$ cat src/rtl/i2c_pkg.sv
// Shared I2C definitions: target FSM states and bus-level constants.
package i2c_pkg;

    typedef enum logic [2:0] {
        IDLE,
        ADDR,
        ACK_ADDR,
        WR_BYTE,
        ACK_WR,
        RD_BYTE,
        RD_ACK
    } i2c_tgt_state_t;

    localparam logic I2C_ACK     = 1'b0;
    localparam logic I2C_NACK    = 1'b1;
    localparam logic I2C_RW_READ = 1'b1;

endpackage

$ cat src/rtl/i2c_bus_sync.sv
// Two-flop synchronizers plus one history flop on SCL/SDA, producing
// single-cycle SCL edge and START/STOP condition pulses.
module i2c_bus_sync (
    input  logic PCLK,
    input  logic PRESETn,
    input  logic scl_in,
    input  logic sda_in,
    output logic sda,
    output logic scl_rise,
    output logic scl_fall,
    output logic start,
    output logic stop
);

    logic [1:0] scl_ff;
    logic [1:0] sda_ff;
    logic       scl_h;
    logic       sda_h;
    logic       scl;

    // An idle bus is high, so everything resets to 1 to avoid phantom edges.
    always_ff @(posedge PCLK or negedge PRESETn) begin
        if (!PRESETn) begin
            scl_ff <= 2'b11;
            sda_ff <= 2'b11;
            scl_h  <= 1'b1;
            sda_h  <= 1'b1;
        end else begin
            scl_ff <= {scl_ff[0], scl_in};
            sda_ff <= {sda_ff[0], sda_in};
            scl_h  <= scl_ff[1];
            sda_h  <= sda_ff[1];
        end
    end

    assign scl      = scl_ff[1];
    assign sda      = sda_ff[1];
    assign scl_rise = scl & ~scl_h;
    assign scl_fall = ~scl & scl_h;

    // SCL must be stably high in both samples; a simultaneous SCL edge is data.
    assign start = scl & scl_h & ~sda & sda_h;
    assign stop  = scl & scl_h & sda & ~sda_h;

endmodule

$ cat src/rtl/i2c_target_regs.sv
// I2C target with an 8-byte register bank, auto-incrementing pointer and a
// local combinational read port.
//
// state    | meaning
// IDLE     | not addressed, waiting for START
// ADDR     | shifting in address + R/W
// ACK_ADDR | acknowledging our address
// WR_BYTE  | receiving pointer or data byte
// ACK_WR   | acknowledging a received byte
// RD_BYTE  | driving a bank byte onto SDA
// RD_ACK   | waiting for master ACK/NACK
module i2c_target_regs
    import i2c_pkg::*;
#(
    parameter logic [6:0] TARGET_ADDR = 7'b1010000
) (
    input  logic       PCLK,
    input  logic       PRESETn,
    input  logic       scl_in,
    input  logic       sda_in,
    output logic       sda_out,
    input  logic [2:0] loc_addr,
    output logic [7:0] loc_rdata,
    output logic       busy,
    output logic       wr_stb,
    output logic [2:0] wr_idx
);

    i2c_tgt_state_t state;
    logic [7:0]     bank [8];
    logic [7:0]     shreg;
    logic [2:0]     bit_cnt;
    logic [2:0]     ptr;
    logic           rw;
    logic           first_byte;
    logic           ack_drv;
    logic           sda;
    logic           scl_rise;
    logic           scl_fall;
    logic           start;
    logic           stop;

    i2c_bus_sync u_sync (
        .PCLK     (PCLK),
        .PRESETn  (PRESETn),
        .scl_in   (scl_in),
        .sda_in   (sda_in),
        .sda      (sda),
        .scl_rise (scl_rise),
        .scl_fall (scl_fall),
        .start    (start),
        .stop     (stop)
    );

    assign loc_rdata = bank[loc_addr];

    always_ff @(posedge PCLK or negedge PRESETn) begin
        if (!PRESETn) begin
            state      <= IDLE;
            shreg      <= 8'h00;
            bit_cnt    <= 3'd0;
            ptr        <= 3'd0;
            rw         <= 1'b0;
            first_byte <= 1'b0;
            ack_drv    <= 1'b0;
            sda_out    <= 1'b1;
            busy       <= 1'b0;
            wr_stb     <= 1'b0;
            wr_idx     <= 3'd0;
            for (int i = 0; i < 8; i++) bank[i] <= 8'h00;
        end else begin
            wr_stb <= 1'b0;
            if (start) begin
                state   <= ADDR;
                bit_cnt <= 3'd0;
                ack_drv <= 1'b0;
                sda_out <= 1'b1;
            end else if (stop) begin
                state   <= IDLE;
                ack_drv <= 1'b0;
                sda_out <= 1'b1;
                busy    <= 1'b0;
            end else begin
                case (state)
                    IDLE: ;
                    ADDR: if (scl_rise) begin
                        shreg   <= {shreg[6:0], sda};
                        bit_cnt <= bit_cnt + 3'd1;
                        if (bit_cnt == 3'd7) begin
                            if (shreg[6:0] == TARGET_ADDR) begin
                                state      <= ACK_ADDR;
                                rw         <= sda;
                                busy       <= 1'b1;
                                first_byte <= 1'b1;
                            end else begin
                                state <= IDLE;
                                busy  <= 1'b0;
                            end
                        end
                    end
                    // First falling edge starts the ACK, the second ends it.
                    ACK_ADDR, ACK_WR: if (scl_fall) begin
                        if (!ack_drv) begin
                            sda_out <= I2C_ACK;
                            ack_drv <= 1'b1;
                        end else begin
                            ack_drv <= 1'b0;
                            bit_cnt <= 3'd0;
                            if (state == ACK_ADDR && rw == I2C_RW_READ) begin
                                state   <= RD_BYTE;
                                sda_out <= bank[ptr][7];
                                shreg   <= {bank[ptr][6:0], 1'b0};
                                ptr     <= ptr + 3'd1;
                            end else begin
                                state   <= WR_BYTE;
                                sda_out <= 1'b1;
                            end
                        end
                    end
                    WR_BYTE: if (scl_rise) begin
                        shreg   <= {shreg[6:0], sda};
                        bit_cnt <= bit_cnt + 3'd1;
                        if (bit_cnt == 3'd7) begin
                            state <= ACK_WR;
                            if (first_byte) begin
                                first_byte <= 1'b0;
                                ptr        <= {shreg[1:0], sda};
                            end else begin
                                bank[ptr] <= {shreg[6:0], sda};
                                wr_stb    <= 1'b1;
                                wr_idx    <= ptr;
                                ptr       <= ptr + 3'd1;
                            end
                        end
                    end
                    RD_BYTE: if (scl_fall) begin
                        if (bit_cnt == 3'd7) begin
                            sda_out <= 1'b1;
                            state   <= RD_ACK;
                            ack_drv <= 1'b0;
                        end else begin
                            sda_out <= shreg[7];
                            shreg   <= {shreg[6:0], 1'b0};
                            bit_cnt <= bit_cnt + 3'd1;
                        end
                    end
                    // ack_drv here records a master ACK awaiting the next falling edge.
                    RD_ACK: begin
                        if (scl_rise) begin
                            if (sda == I2C_NACK) begin
                                state <= IDLE;
                                busy  <= 1'b0;
                            end else begin
                                ack_drv <= 1'b1;
                            end
                        end else if (scl_fall && ack_drv) begin
                            ack_drv <= 1'b0;
                            state   <= RD_BYTE;
                            bit_cnt <= 3'd0;
                            sda_out <= bank[ptr][7];
                            shreg   <= {bank[ptr][6:0], 1'b0};
                            ptr     <= ptr + 3'd1;
                        end
                    end
                    default: state <= IDLE;
                endcase
            end
        end
    end

endmodule

$ cat config.mk
export PLATFORM = sky130hd
export DESIGN_NAME = i2c_target_regs
export DESIGN_NICKNAME = d
export VERILOG_FILES = /design/src/rtl/i2c_pkg.sv /design/src/rtl/i2c_bus_sync.sv /design/src/rtl/i2c_target_regs.sv
export SDC_FILE = /design/constraint.sdc
export NUM_CORES = 1
export LEC_CHECK = 0
export ABC_AREA = 1
export BUFFER_PORTS_ARGS = -buffer_cell sky130_fd_sc_hd__clkbuf_2
export CORE_MARGIN = 2
export CORE_UTILIZATION = 40
export DETAILED_ROUTE_END_ITERATION = 12
export SLEW_MARGIN = 20
export SYNTH_ARGS = -nofsm -noshare
export SYNTH_HDL_FRONTEND = slang
export SYNTH_HIERARCHICAL = 1
export SYNTH_SLANG_ARGS = --single-unit
$ cat constraint.sdc
create_clock -name PCLK -period 5.05 [get_ports PCLK]
set_clock_uncertainty 0.1 [all_clocks]
set_input_delay 0.2525 -clock PCLK [delete_from_list [all_inputs] [get_ports PCLK]]
set_output_delay 0.2525 -clock PCLK [all_outputs]
set_load 0.01 [all_outputs]
==> results.json, run 1 <==
{
  "run_status": "finished, final reports clean",
  "place_area_um2": 5830,
  "hold_violations": 0,
  "synth_edf_count": 0,
  "grt.total_usage_pct": 21.0,
  "reg2reg_depth": 7,
  "grt_util_met2_pct": 31.7,
  "antenna_left": 0,
  "antenna-diode-count": 0,
  "synth_cell_types": 38,
  "final_max_slew_viol_count": 0,
  "timing.rr.end": "shreg[1]",
  "grt_max_degree": 58,
  "drt-total-wl_um": 15000,
  "async_flop_share_pct": 100,
  "post-route-util_pct": 44.1,
  "ys_seq_area_share_pct": 42.4,
  "clk_latency_ns": 0.35,
  "ys_seq_elements": 96,
  "synth_nets": 757,
  "fin_area_um2": 6120,
  "grt_pass1_vias": 4639,
  "hpwl_um": 10500,
  "p_per_area_nw_per_um2": 282,
  "synthCells": 746,
  "floorplan.die.height_um": 123,
  "clockBufferDepth": 2,
  "avgViaCountPerCell": 5.35,
  "worstSetupStartpoint": "ptr[0]",
  "io_pins": 21,
  "synth_area_leaders": "dfrtp_1 (39%), nand2_1 (13%), o21ai_0 (5.3%)",
  "numCtsBuffers": 9,
  "critPathCapture": "shreg[1]",
  "yosysWarnings": 6,
  "critical_path.max_fanout": 57,
  "yosysTopAreaCellShare_pct": 39.2,
  "min_path_type": "register to register",
  "cts_sinks": 96,
  "post-route-period-util_pct": 54.7,
  "dieArea_um2": 15200,
  "cp-start-kind": "register",
  "h-tree-depth": 3,
  "reg2reg_setup_slack_ns": 2.29,
  "mostFrequentLayoutCells": "nand2_1 (203), dfrtp_1 (88), inv_1 (74)",
  "worst_pin_slew_ns": 1.07,
  "synth_top_area_cell": "dfrtp_1",
  "met1_usage_pct": 30.3,
  "synth_ff_type": "dfrtp_1",
  "drt-initial-drc-count": 485,
  "rr_startpoint": "ptr[0]",
  "rows": 43,
  "p_leak_uw": 0.00282,
  "setup_ws_ns": 2.29,
  "portBuffers": 20,
  "criticalPathCategory": "register to register",
  "place_ws_ns": 2.36,
  "worst_ep_arrival_time_ns": 2.90,
  "period_minus_slack_ns": 2.76,
  "setup_violations": 0,
  "drive_gt1_share_pct": 12.6,
  "ir_drop_mv": 0.186,
  "dr.pass1.iters": 6,
  "start_util_pct": 41.0,
  "area_growth_pct": 7.68,
  "grt.overflow.total": 0,
  "fillCellCount": 1406,
  "drc": 0,
  "fin_tns_setup_ns": 0,
  "grtUsageMet3_pct": 3.04,
  "routedWlPerCell_um": 16.0,
  "fp.coreArea_um2": 13900,
  "worstPathRequired_ns": 5.19,
  "clk_pin_slew_ns": 0.08,
  "cap_violations": 0,
  "post_cts_buffers": 0,
  "grt_antenna_before_repair": 0,
  "worst_setup_path_end_kind": "register",
  "grt.busiest_layer": "met2",
  "via_count": 5004,
  "synth_area_um2": 5690,
  "relSlewSlack_pct": 28.5,
  "routabilityCongestion": 0.869,
  "final_nets": 762,
  "cts_tree": "built",
  "root_buffer": "clkbuf_16",
  "rsz0062_at_grt": "no",
  "final_common_cell": "nand2_1",
  "synth.avg_cell_area_um2": 7.62,
  "die_x_um": 123,
  "grt_pass1_wl_um": 24400,
  "max_freq_ghz": 0.362
}
[stage by stage]
stage / hold WS, ns / total power, uW / cells
finish: 0.259 / 1730 / 936
CTS: 0.261 / 1740 / 936
floorplan: -0.143 / 1000 / 746
detailed placement: 0.241 / 1090 / 917
global route: 0.263 / 1810 / 936
global placement: 0.225 / 1090 / 917
[flip-flops by register name, summed over array words and instances (netlist names), 2 cells and up]
signal / flops
shreg: 8
u_sync/scl_ff: 2
wr_idx: 3
state: 3
bit_cnt: 3
ptr: 3
u_sync/sda_ff: 2
bank: 64
[report_power, final]
group | switching, uW | internal (uW) | leakage [uW]
combinational | 193 | 62.6 | 0.00137
clock | 298 | 348 | 0.000134
sequential | 26.6 | 798 | 0.00131
[synth_stat cells (3+ instances only)]
cell      instances
nand2_1         203
dfrtp_1          89
inv_1            74
nor2_1           67
o21ai_0          60
o21ai_1          46
nand3_1          39
o211ai_1         25
a21oi_1          23
o21ai_2          20
clkbuf_1         13
buf_6            10
nand3_4          10
nand4_1           9
a31oi_1           8
dfstp_2           7
nor2_2            5
ha_1              4
inv_2             4
nand2_4           4
buf_2             3
[how the worst min path moves through the flow]
stage | from | to | depth (start not counted)
floorplan | PRESETn | ack_drv | 0
global placement | PRESETn | bank[52] | 1
detailed placement | PRESETn | bank[35] | 1
CTS | u_sync/sda_ff[0] | u_sync/sda_ff[1] | 0
global route | u_sync/scl_ff[0] | u_sync/scl_ff[1] | 0
finish | u_sync/scl_ff[0] | u_sync/scl_ff[1] | 0
[logic make-up (layout without fill, tap and decap cells)]
kind of cell / Yosys count / count (layout) / share of synthesized area (%)
flops: 96 / 96 / 42.4
xor+xnor: 1 / 1 / 0.154
buf+inv: 112 / 122 / 9.08
compound gates: 185 / 185 / 19.0
simple gates: 348 / 348 / 28.5
fa+ha+maj: 4 / 4 / 0.880
[worst max-delay path, cell delays in order (launching register included)]
cell,delay (ns)
dfrtp_2,1.08
inv_1,0.72
o21ai_0,0.34
nand3_1,0.11
nor2_1,0.12
nor2_1,0.05
nand3_1,0.06
nand2_1,0.05
[area by class of cell]
type                       instances  area, um2  area share (%)
timing repair buffer              24        140            2.29
clock inverter                     3       18.8           0.306
tap                              180        225            3.68
multi-input combinational        538       2760            45.1
inverter                          82        318            5.19
sequential                        96       2410            39.4
clock buffer                      13        250            4.09
[what timing repair did]
action | CTS | global route
endpoints found under the hold margin | 51 | 0
hold buffers | 3 | 0
gates resized for setup | 0 | 0
[metal layers]
metal	share of wire [%]	wire, um
met1	47	7090
met2	44	6660
met3	6.1	913
met4	2.2	333
met5	0	0
No activity file was read; power rests on OpenSTA's default activity.
==> run 2: changes to the inputs <==
- clock period: 5.05 -> 2.4 ns (I/O delays scaled with it)
==> results.json, run 2 (synthesized netlist as in run 1, its figures left out) <==
{
  "grt.total_usage_pct": 22.3,
  "grt_pass1_wl_um": 25700,
  "final_cell_count_no_fill": 954,
  "drt-initial-drc-count": 547,
  "worst_ep_arrival_time_ns": 2.21,
  "drive_gt1_share_pct": 15.0,
  "p_total_uw": 3970,
  "avgViaCountPerCell": 5.32,
  "rsz0062_at_grt": "no",
  "post_cts_buffers": 0,
  "dr.pass1.iters": 5,
  "grt_pass1_vias": 4730,
  "hold_violations": 0,
  "clockBufferDepth": 2,
  "seq_area_um2": 2410,
  "reg2reg_setup_slack_ns": 0.32,
  "timing.rr.end": "bank[49]",
  "fp.coreArea_um2": 13900,
  "criticalPathCategory": "register to register",
  "worst_setup_path_end_kind": "register",
  "grt_max_degree": 58,
  "die_x_um": 123,
  "routabilityCongestion": 0.893,
  "min_path_type": "input port to asynchronous set/reset pin",
  "drt-total-wl_um": 15700,
  "run_status": "finished, final reports clean",
  "mostFrequentLayoutCells": "nand2_1 (203), dfrtp_1 (88), inv_1 (74)",
  "clk_latency_ns": 0.35,
  "reg2reg_depth": 11,
  "area_growth_pct": 11.5,
  "post-route-period-util_pct": 86.7,
  "hpwl_um": 11100,
  "worst_pin_slew_ns": 0.764,
  "cap_violations": 0,
  "root_buffer": "clkbuf_16",
  "cts_tree": "built",
  "antenna_left": 0,
  "largest_reg_flops": 64,
  "p_per_area_nw_per_um2": 626,
  "relSlewSlack_pct": 49.0,
  "via_count": 5080,
  "cp-start-kind": "register",
  "io_pins": 21,
  "max_freq_ghz": 0.481,
  "cts_sinks": 96,
  "clk_pin_slew_ns": 0.07,
  "h-tree-depth": 3,
  "ir_drop_mv": 0.344,
  "routedWlPerCell_um": 16.4,
  "fin_tns_setup_ns": 0,
  "p_leak_uw": 0.00294,
  "grt.overflow.total": 0,
  "reg.largest.list": "bank: 64 flops, shreg: 8 flops",
  "setup_violations": 0,
  "dp.cells": 935,
  "antenna-diode-count": 0,
  "portBuffers": 20,
  "top_register": "bank",
  "final_max_slew_viol_count": 0,
  "rows": 43,
  "grt_antenna_before_repair": 0,
  "dieArea_um2": 15200,
  "multiInputGateArea_um2": 2760,
  "numCtsBuffers": 9,
  "cts_resized": 0,
  "final_common_cell": "nand2_1",
  "rr_startpoint": "u_sync/sda_ff[1]",
  "worstPathRequired_ns": 2.53,
  "period_minus_slack_ns": 2.08,
  "fillCellCount": 1365,
  "start_util_pct": 41.0,
  "critical_path.max_fanout": 16,
  "drc": 0,
  "ctsHoldBuffers": 3,
  "floorplan.die.height_um": 123,
  "final_nets": 780
}
run 2: area by class of cell:
type                       count  share of cell area [%]
clock buffer                  12                    4.20
clock inverter                 4                    1.16
multi-input combinational    538                    43.5
sequential                    96                    38.0
timing repair buffer          42                    4.54
inverter                      82                    5.01
tap                          180                    3.55
run 2: power by group:
| part | switching (uW) | internal [uW] |
|---|---|---|
| logic | 441 | 162 |
| clock network | 642 | 1000 |
| registers | 45.3 | 1680 |
| total | 1130 | 2840 |
run 2: how the worst max path moves through the flow:
stage / from / to / slack (ns) / cells after the start
after floorplan: u_sync/scl_ff[1] / bank[54] / 0.43 / 10
after global placement: u_sync/sda_ff[1] / bank[48] / 0.34 / 11
after detailed placement: u_sync/sda_ff[1] / bank[55] / 0.34 / 11
after CTS: u_sync/sda_ff[1] / bank[49] / 0.33 / 11
after global routing: u_sync/scl_ff[1] / state[2] / 0.14 / 10
final: u_sync/sda_ff[1] / bank[49] / 0.32 / 11
run 2: layer usage:
layer | up-vias | GRT usage (%) | share of wire, % | wire [um]
met4 | 0 | 7.60 | 2.3 | 357
met3 | 25 | 4.57 | 5.9 | 919
met1 | 2387 | 33.8 | 49 | 7710
li1 | 2512 | - | - | -
met2 | 156 | 31.4 | 43 | 6670
met5 | - | 0 | 0 | 0
run 2: critical path, stage by stage, from the launching register on:
cell     delay (ns)
dfstp_2        0.57
inv_1          0.05
nand2_1        0.05
nor2_1         0.07
inv_2          0.06
nand2_1        0.09
nor3_2         0.19
nand3_4        0.18
inv_8          0.17
nand3_4        0.22
nand2_1        0.15
o21ai_2        0.06
run 2: per-stage QoR:
| step | instance area (um2) | setup WS [ns] | utilization, % | hold slack, ns |
|---|---|---|---|---|
| after detailed placement | 5970 | 0.338 | 43.0 | 0.0580 |
| after CTS | 6340 | 0.330 | 45.7 | 0.228 |
| after global routing | 6340 | 0.140 | 45.7 | 0.252 |
| after floorplan | 5690 | 0.425 | - | -0.276 |
| final | 6340 | 0.320 | 45.7 | 0.200 |
| after global placement | 5970 | 0.340 | 43.0 | 0.0446 |
==> run 3: changes to the inputs <==
- CORE_MARGIN: 2 -> unset
- clock period: 2.4 -> 2.5 ns (I/O delays scaled with it)
==> results.json, run 3 (synthesized netlist as in run 1, its figures left out) <==
{
  "grt_pass1_wl_um": 25200,
  "final_max_slew_viol_count": 0,
  "period_minus_slack_ns": 2.15,
  "grt_pass1_vias": 4697,
  "grt_max_degree": 57,
  "worstPathRequired_ns": 2.63,
  "grt.overflow.total": 0,
  "worst_ep_arrival_time_ns": 2.28,
  "reg2reg_setup_slack_ns": 0.35,
  "avgViaCountPerCell": 5.35,
  "setup_violations": 0,
  "largest_reg_flops": 64,
  "relSlewSlack_pct": 56.3,
  "drt-initial-drc-count": 533,
  "final_cell_count_no_fill": 951,
  "cts_tree": "built",
  "whs_ns": 0.124,
  "clockBufferDepth": 2,
  "p_int_uw": 2680,
  "via_count": 5086,
  "die_x_um": 121,
  "dr.pass1.iters": 5,
  "portBuffers": 20,
  "min_path_type": "input port to asynchronous set/reset pin",
  "p_leak_uw": 0.00292,
  "area_growth_pct": 11.2,
  "p_per_area_nw_per_um2": 596,
  "antenna_left": 0,
  "routedWlPerCell_um": 16.1,
  "drc": 0,
  "routabilityCongestion": 0.893,
  "final_nets": 777,
  "ir_drop_mv": 0.316,
  "critical_path.max_fanout": 16,
  "drt-total-wl_um": 15300,
  "io_pins": 21,
  "run_status": "finished, final reports clean",
  "h-tree-depth": 3,
  "switching_power_uw": 1090,
  "max_freq_ghz": 0.466,
  "grt_antenna_before_repair": 0,
  "floorplan.die.height_um": 121,
  "worst_setup_path_end_kind": "register",
  "clockPowerShare_pct": 40.9,
  "worst_pin_slew_ns": 0.655,
  "cap_violations": 0,
  "dieArea_um2": 14700,
  "numCtsBuffers": 9,
  "mostFrequentLayoutCells": "nand2_1 (203), dfrtp_1 (88), inv_1 (74)",
  "power_frac_comb_pct": 15.2,
  "hpwl_um": 10700,
  "power.share.switching_pct": 28.9,
  "clk_pin_slew_ns": 0.07,
  "start_util_pct": 41.0,
  "root_buffer": "clkbuf_16",
  "pwr-share-seq_pct": 43.9,
  "fp.coreArea_um2": 13900,
  "fillCellCount": 1400,
  "clk_latency_ns": 0.36,
  "hold_violations": 0,
  "top_register": "bank",
  "cp-start-kind": "register",
  "fin_tns_setup_ns": 0,
  "reg.largest.list": "bank: 64 flops, shreg: 8 flops",
  "criticalPathCategory": "register to register",
  "place_area_um2": 5960,
  "dp.cells": 932,
  "drive_gt1_share_pct": 14.7,
  "rsz0062_at_grt": "no",
  "fin_area_um2": 6320,
  "final_common_cell": "nand2_1",
  "grt.total_usage_pct": 22.9,
  "antenna-diode-count": 0,
  "cts_sinks": 96,
  "rows": 43,
  "post-route-period-util_pct": 85.8
}
==> run 3: timing repair <==
action                                 CTS  global route
endpoints found under the hold margin   70             0
hold buffers                             3             0
buffers inserted                         0             0
gates resized for setup                  0             0
==> run 3: final cells by class <==
type | instances | area (um2) | area share, %
multi-input combinational | 538 | 2760 | 43.6
sequential | 96 | 2410 | 38.1
inverter | 82 | 318 | 5.03
timing repair buffer | 39 | 278 | 4.39
clock buffer | 10 | 239 | 3.78
tap | 180 | 225 | 3.56
clock inverter | 6 | 91.3 | 1.44
==> run 3: path summary, 6_finish.rpt <==
check                           cells after the start              from               end
worst min-delay path                                2           PRESETn          bank[36]
min in group PCLK                                   0  u_sync/scl_ff[0]  u_sync/scl_ff[1]
worst max-delay path                               11  u_sync/sda_ff[1]          bank[49]
worst min register to register                      0  u_sync/scl_ff[0]  u_sync/scl_ff[1]
max in group asynchronous                           3           PRESETn      u_sync/scl_h
worst max register to register                     11  u_sync/sda_ff[1]          bank[49]
==> run 3: stage by stage <==
stage	total power, uW	util [%]	setup WS, ns
after floorplan	2020	-	0.525
after global placement	2250	43.0	0.368
after CTS	3800	45.6	0.343
final	3770	45.6	0.354
after detailed placement	2250	43.0	0.359
after global routing	3930	45.6	0.195
==> run 3: power groups by stage <==
stage | clock, uW | sequential [uW] | combinational (uW)
2_1_floorplan | 0 | 1680 | 345
5_1_grt | 1620 | 1660 | 641
3_5_place_dp | 0 | 1680 | 570
3_3_place_gp | 0 | 1680 | 566
6_report | 1540 | 1650 | 572
4_1_cts | 1580 | 1650 | 575
==> run 3: worst max-delay path, cell delays in order, from the launching register on <==
cell	delay, ns
dfstp_2	0.57
inv_1	0.05
nand2_1	0.05
nor2_1	0.07
inv_2	0.12
nand2_1	0.11
nor3_2	0.19
nand3_4	0.17
inv_8	0.16
nand3_4	0.21
nand2_1	0.14
o21ai_2	0.06
==> run 3: layer usage <==
layer / global-route usage, % / routed length (um)
met1: 33.5 / 7430
met4: 11.4 / 471
met3: 3.43 / 841
met5: 0 / 0
met2: 32.5 / 6520
